==> src/rtl/bit_scan_unit.sv <==
// rtl/bit_scan_unit.sv - multi-cycle popcount / leading / trailing zero-one counter
module bit_scan_unit #(
    parameter int  WIDTH = 32,
    parameter int  CHUNK = 4,
    localparam int RW    = $clog2(WIDTH + 1),
    localparam int NCH   = WIDTH / CHUNK
) (
    input  logic             clk,
    input  logic             reset,
    input  logic             start,
    input  logic [2:0]       op,
    input  logic [WIDTH-1:0] a,
    output logic             busy,
    output logic             done,
    output logic [RW-1:0]    result
);

    localparam int IW = (NCH > 1) ? $clog2(NCH) : 1;

    localparam logic [2:0] OP_POPC = 3'd0;
    localparam logic [2:0] OP_CLZ  = 3'd1;
    localparam logic [2:0] OP_CLO  = 3'd2;
    localparam logic [2:0] OP_CTO  = 3'd4;

    typedef enum logic [1:0] {S_IDLE, S_RUN, S_DONE} state_t;

    state_t           state;
    logic [2:0]       opr;
    logic [WIDTH-1:0] work;
    logic [WIDTH-1:0] work_init;
    logic [RW-1:0]    acc;
    logic [RW-1:0]    acc_next;
    logic [RW-1:0]    cnt_pop;
    logic [RW-1:0]    lowest;
    logic [IW-1:0]    idx;
    logic [CHUNK-1:0] cur;
    logic             last;
    logic             term;

    // Leading-count modes scan a reversed word; ones-count modes scan an inverted one,
    // so the RUN datapath only ever looks for the lowest set bit from bit 0 upward.
    always_comb begin
        work_init = a;
        if (op == OP_CLZ || op == OP_CLO) begin
            for (int i = 0; i < WIDTH; i++) begin
                work_init[i] = a[WIDTH-1-i];
            end
        end
        if (op == OP_CLO || op == OP_CTO) begin
            work_init = ~work_init;
        end
    end

    assign cur  = work[CHUNK-1:0];
    assign last = (idx == IW'(NCH - 1));

    always_comb begin
        cnt_pop = '0;
        lowest  = '0;
        for (int i = 0; i < CHUNK; i++) begin
            cnt_pop = cnt_pop + RW'(cur[i]);
        end
        for (int i = CHUNK - 1; i >= 0; i--) begin
            if (cur[i]) begin
                lowest = RW'(i);
            end
        end
    end

    always_comb begin
        acc_next = acc;
        term     = 1'b0;
        if (opr == OP_POPC) begin
            acc_next = acc + cnt_pop;
            term     = last;
        end else if (opr > OP_CTO) begin
            acc_next = '0;
            term     = 1'b1;
        end else if (cur == '0) begin
            acc_next = acc + RW'(CHUNK);
            term     = last;
        end else begin
            acc_next = acc + lowest;
            term     = 1'b1;
        end
    end

    always_ff @(posedge clk or negedge reset) begin
        if (!reset) begin
            state  <= S_IDLE;
            busy   <= 1'b0;
            done   <= 1'b0;
            result <= '0;
            acc    <= '0;
            work   <= '0;
            idx    <= '0;
            opr    <= '0;
        end else begin
            case (state)
                S_RUN: begin
                    acc <= acc_next;
                    if (term) begin
                        state  <= S_DONE;
                        busy   <= 1'b0;
                        done   <= 1'b1;
                        result <= acc_next;
                    end else begin
                        idx  <= idx + 1'b1;
                        work <= work >> CHUNK;
                    end
                end
                default: begin
                    done <= 1'b0;
                    if (start) begin
                        state <= S_RUN;
                        busy  <= 1'b1;
                        work  <= work_init;
                        acc   <= '0;
                        idx   <= '0;
                        opr   <= op;
                    end else begin
                        state <= S_IDLE;
                    end
                end
            endcase
        end
    end

endmodule

==> config.mk <==
export PLATFORM = sky130hd
export DESIGN_NAME = bit_scan_unit
export DESIGN_NICKNAME = d
export VERILOG_FILES = /design/src/rtl/bit_scan_unit.sv
export SDC_FILE = /design/constraint.sdc
export NUM_CORES = 1
export LEC_CHECK = 0
export CAP_MARGIN = 20
export CORE_ASPECT_RATIO = 1.4
export CORE_MARGIN = 5
export CORE_UTILIZATION = 50
export CTS_CLUSTER_DIAMETER = 60
export DETAILED_ROUTE_END_ITERATION = 6
export GPL_ROUTABILITY_DRIVEN = 0
export GPL_TIMING_DRIVEN = 0
export PLACE_DENSITY = 0.74
export SLEW_MARGIN = 20
export SYNTH_ARGS = -nofsm -noshare
export SYNTH_HDL_FRONTEND = slang
export SYNTH_SLANG_ARGS = --single-unit
==> constraint.sdc <==
create_clock -name clk -period 7.16 [get_ports clk]
set_clock_uncertainty 0.05 [all_clocks]
set_input_delay 1.074 -clock clk [delete_from_list [all_inputs] [get_ports clk]]
set_output_delay 1.074 -clock clk [all_outputs]
set_load 0.03 [all_outputs]
# After elaboration in Yosys (flattened, before gate mapping)
# Cells that the tools add are included.
[classes]
addsub = 7
order_cmp = 1
n_eq_ne = 7
mux = 28
bitwise = 2
n_reduce_logical = 9
[ops]
columns = ["op", "count"]
rows = [
  ["$mux W32", 5],
  ["$mux W6", 8],
  ["$not A32 Y32", 1],
  ["$mux W1", 9],
  ["$mux W3", 3],
  ["$reduce_and A2 Y1", 4],
  ["$add A6 B3 Y6 const B", 1],
  ["$add A6 B4 Y6", 1],
  ["$add A6 B6 Y6", 1],
  ["$eq A3 B3 Y1 const B", 2],
  ["$mux W2", 3],
  ["$add A3 B1 Y4", 1],
  ["$logic_not A4 Y1", 1],
  ["$ne A2 B2 Y1 const B", 2],
  ["$add A2 B1 Y3", 1],
  ["$add A3 B1 Y3 const B", 1],
  ["$eq A3 B1 Y1 const B", 1],
  ["$eq A3 B2 Y1 const B", 1],
  ["$gt A3 B3 Y1 const B", 1],
  ["$logic_not A3 Y1", 1],
  ["$add A1 B1 Y2", 1],
  ["$eq A2 B1 Y1 const B", 1],
  ["$logic_or A1 B1 Y1", 2],
  ["$reduce_bool A2 Y1", 1],
  ["$not A1 Y1", 1],
]
[totals]
register_bits = 54
input_bits = 38
out_inout_bits = 8

# Logic depth before layout (Yosys ltp)
[logic_depth]
ltp_word = 9
mapped_depth = 9

# Worst setup path before layout
# No wires, ideal clock.
[synth_path]
path_kind = "input to register"
startpoint = "in op[0]"
endpoint = "reg work[10]"
setup_ns = 0.142
t_arrival_ns = 2.225
setup_slack_ns = 4.743
stages = 6
cell_sequence = "xnor2_1 nor2_1 buf_2 mux2i_1 xor2_1 o221ai_1"
[synth_between]
elab_chain_len = 7
word_cells_on_any_way = 10
cone_classes = "eq/ne: 3; mux: 4; bitwise: 1; reduce/logical: 2"
[synth_lines]
columns = ["item", "line", "text"]
rows = [
  ["start: declaration", "11", "input logic [2:0] op,"],
  ["$eq A3 B1 Y1 or $eq A3 B2 Y1 (tied branches)", "44, 49", ""],
  ["$logic_or A1 B1 Y1", "44", "if (op == OP_CLZ || op == OP_CLO) begin"],
  ["$mux W32", "44", ""],
  ["$not A32 Y32", "50", "work_init = ~work_init;"],
  ["$mux W32 *", "49", "if (op == OP_CLO || op == OP_CTO) begin"],
  ["$mux W32 *", "114", "if (start) begin"],
  ["$mux W32 *", "99", "case (state)"],
  ["end signal: assignment", "109", "work <= work >> CHUNK;"],
  ["end signal: assignment", "117", "work <= work_init;"],
  ["end: declaration", "29", "logic [WIDTH-1:0] work;"],
]
# Every way passes the cells marked *; elsewhere a longest branch is shown, timed or not. The select of a mux whose other input is x is not followed.
# A chain may end at the register's enable or synchronous reset.

# Worst setup path after layout
[layout_path]
startpoint = "in op[1]"
endpoint = "reg work[4]"
# The elaborated chain is that of the path after synthesis.

==> summary by stage <==
Yosys
The synthesized design spends more area on one cell type than any other, namely dfrtp_1. The netlist uses 37 different library cells. After synthesis the cells add up to 3290 um^2.

The count of synthesis-stage warnings from yosys is 0. In the synthesized netlist, the number of instances is between 300 and 400. The synthesized area divided by synthesized cell count is 9.79 um^2. Of the total synthesized cell area, the portion taken by XOR and XNOR cells is 0.101. The share of synthesized cell area in full adder, half adder and majority cells is 0.0544. By area, the combinational part of the netlist is dominated by compound AO/OA/AOI/OAI gates. By area the synthesized netlist is led by dfrtp_1 40%, mux2i_1 11%, xor2_1 8.0%.

The net count of the mapped netlist is 385. After synthesis the netlist holds a flip-flop and latch count of 53. The sequential fraction of the synthesis area is 0.403. The proportion of synthesized area in mux cells is 0.120. The compound-gate portion of the synthesized area is 0.145. The share of synthesized area in the top cell type comes to 0.403. Of the total synthesized cell area, the portion taken by AND, OR, NAND and NOR gates is 0.125.

Floorplanning
The total number of placement rows is 35. The floorplan die width is 78.6 um. For this configuration, the core starts out at a cell density of 0.508.

The core footprint is between 6000 and 7000 um^2. The die covers roughly 8300 um^2. In this run the count of I/O pins placed on the die edge is 46. From bottom edge to top edge, the die measures 106 um.

CTS
Clock-pin slew was measured on the worst setup and hold paths at 0.10 ns. The TritonCTS clock tree is yes. The tree built by TritonCTS fans out to 53 sinks. The number of hold buffers added after CTS was 0. The number of post-CTS setup repair buffers is 0. The maximum number of buffers from clock root to sink is 2. The H-tree was split into 2 levels. The root cell of the clock tree is clkbuf_8.

Post-CTS repair changed the size of 0 cells. The TritonCTS buffer count is 5. The insertion delay of the later-clocked pin in the worst-skew pair is roughly 0.31 ns.

Critical path
Counting cells, the worst reg-to-reg path comes to 7. The endpoint of the worst-slack reg-to-reg timing path is acc[1]. Data arrives at the worst endpoint at 3.25 ns. The endpoint required time on the critical path is about 7.3 ns. STA classifies the critical path endpoint as a flip-flop.

The worst setup path is launched from a primary input. The start of the worst register-to-register path is work[0]. The worst-case register-to-register setup slack is 4.72 ns. The start-to-end type of the worst setup path is primary input to flip-flop.

The largest driver fanout on the critical path is 10.

Timing
The total count of hold-check failures in the final report is 0. Setup violations remaining at the end of the flow were counted as 0. Measured against its own limit, the worst slew margin works out to 0.467.

Setup repair after global routing left no endpoint under its margin. The final setup TNS is 0 ns. For the pin with the worst max-slew slack, the measured transition is 0.799 ns. The fraction of the cycle the final worst path needs is 0.436. The achievable frequency is between 300 and 400 MHz. The minimum clock period after layout is between 3 and 4 ns.

The number of max-slew violations in the final report is 0.

Global route
The number of antenna violations at the first check in global routing is 0. For this run the aggregate overflow at the end of global routing stands at 0. The global-route wire length before repair is 12.3 mm. The largest net degree at the start of global routing is 54. The via count of the first global-routing pass is approximately 2700. The combined global-route utilization of all metal layers is 0.186.

Run status
The flow ran to the end, and the final reports show no timing, DRC or antenna violations.

Detailed routing
The final wirelength is between 7 and 8 mm. The detail route stage leaves a number of antenna-violating nets equal to 0. The post-detailed-route wirelength per cell is around 16 um. The post-detailed-route via-to-cell ratio is approximately 5.7. The total number of vias is 2641. The number of DRC markers in iteration 0 is 124. The first TritonRoute pass finished after 4 iterations. The DRC violation count after routing is 0.

Final layout
The post-layout net count is ~440. The count of placed standard cells in the final layout, fillers left out is 463. The number of antenna diodes in the final layout is 0. Once layout is complete, the utilization of the core stands at 0.606. The fraction of final layout cells with drive strength greater than 1 is 0.0694. The most frequent standard cell in the layout excluding fill and tap cells is nand2_1. The top cell types in the final layout, fill and taps aside, are 68 x nand2_1, 53 x dfrtp_1, 44 x clkdlybuf4s50_1, 35 x mux2i_1, 30 x xor2_1. The signed area change from the synthesized netlist to the final layout is 19.4%.

Min path
In this run the worst hold path is classified as flip-flop to flip-flop. For hold timing, the worst endpoint is result[1]. The number of cells traversed by the worst hold path is 2. The startpoint identified for the worst hold timing path is result[1].

Power
The static power due to leakage is 1.72 nW. The power per standard cell area is between 300 and 400 nW/um^2. The worst-case IR drop observed on VDD is 155 uV.

Flow run
The number of max-capacitance violations reported is 0.

Placement
The placed cell count is 455. Detailed placement finished with a half-perimeter wire length of 5.78 mm. The count of buffers added on input and output ports is 45.
[kinds of logic after synthesis]
group / after synthesis
and+or+nand+nor: 97
xor gates and xnor gates: 38
buffers and inverters: 33
DFF: 53
adders and majority gates: 12
muxes: 39
AOI/OAI and AO/OA: 64
[routing by layer]
layer  global-route usage  up-vias  wire [um]
met2                0.340       54       3960
met1                0.221     1289       3060
li1                     -     1287          -
met4               0.0588        0        137
met3               0.0297       11        293
met5                    0        -          0
[critical path: stages]
cell             delay, ns
clkdlybuf4s50_1       0.49
xnor2_1               0.16
nor2_1                0.45
buf_2                 0.39
mux2i_1               0.27
xor2_1                0.24
o221ai_1              0.16
[report_power, final]
part           switching [W]  internal [W]  total [W]  leakage (nW)
Sequential         0.0000896      0.000427   0.000517         0.661
Combinational       0.000405      0.000302   0.000707          1.01
Clock               0.000101     0.0000786   0.000180        0.0512
Total               0.000596      0.000808    0.00140          1.72
[state kept, by name, indices dropped and copies added, names as in the netlist]
name / flops
idx: 3
acc: 6
result: 6
opr: 3
work: 32
state: 1
busy: 1
done: 1
[cell type report]
class | instances | area, um^2
flip-flops and latches | 53 | 1330
clock buffers | 6 | 82.6
well taps | 74 | 92.6
fillers | 552 | 2550
inverters | 10 | 37.5
repair buffers | 45 | 448
clock inverters | 2 | 13.8
multi-input cells | 250 | 1800
plain buffers | 23 | 131
[worst max path at each step]
stage | startpoint | endpoint | depth (start not counted)
after floorplan | op[0] | work[10] | 6
after global placement | reset | result[0] | 1
after detailed placement | op[1] | work[4] | 7
after CTS | op[1] | work[4] | 7
after global routing | op[1] | work[8] | 7
final | op[1] | work[4] | 7
[synthesized netlist by cell type]
cell type and count:
a21o_1 1, a21oi_1 5, a22o_1 6, a2bb2oi_1 1
a31oi_1 2, a32oi_1 1, and3_1 2, buf_1 1
buf_2 6, buf_6 5, clkbuf_1 11, dfrtp_1 53
fa_1 4, ha_1 7, inv_1 10, maj3_2 1
mux2_2 4, mux2i_1 35, nand2_1 68, nand2b_1 2
nand3_1 5, nand4_1 1, nor2_1 8, nor2_2 1
nor2b_1 3, nor3_1 3, nor3b_1 1, o21ai_0 13
o221ai_1 28, o22ai_1 1, o31a_1 1, o31ai_1 5
or2_2 1, or3_1 1, or3b_1 1, xnor2_1 8
xor2_1 30
[stage by stage]
step	setup slack, ns	total power [W]	area (um^2)	hold slack [ns]
finish	4.04	0.00140	3930	0.437
CTS	4.04	0.00141	3930	0.443
global route	3.97	0.00152	3930	0.464
global placement	3.37	0.00121	3830	0.413
detailed placement	3.74	0.00123	3830	0.419
floorplan	4.74	0.00102	3290	0.405
Power figures use the tool's default switching activity.
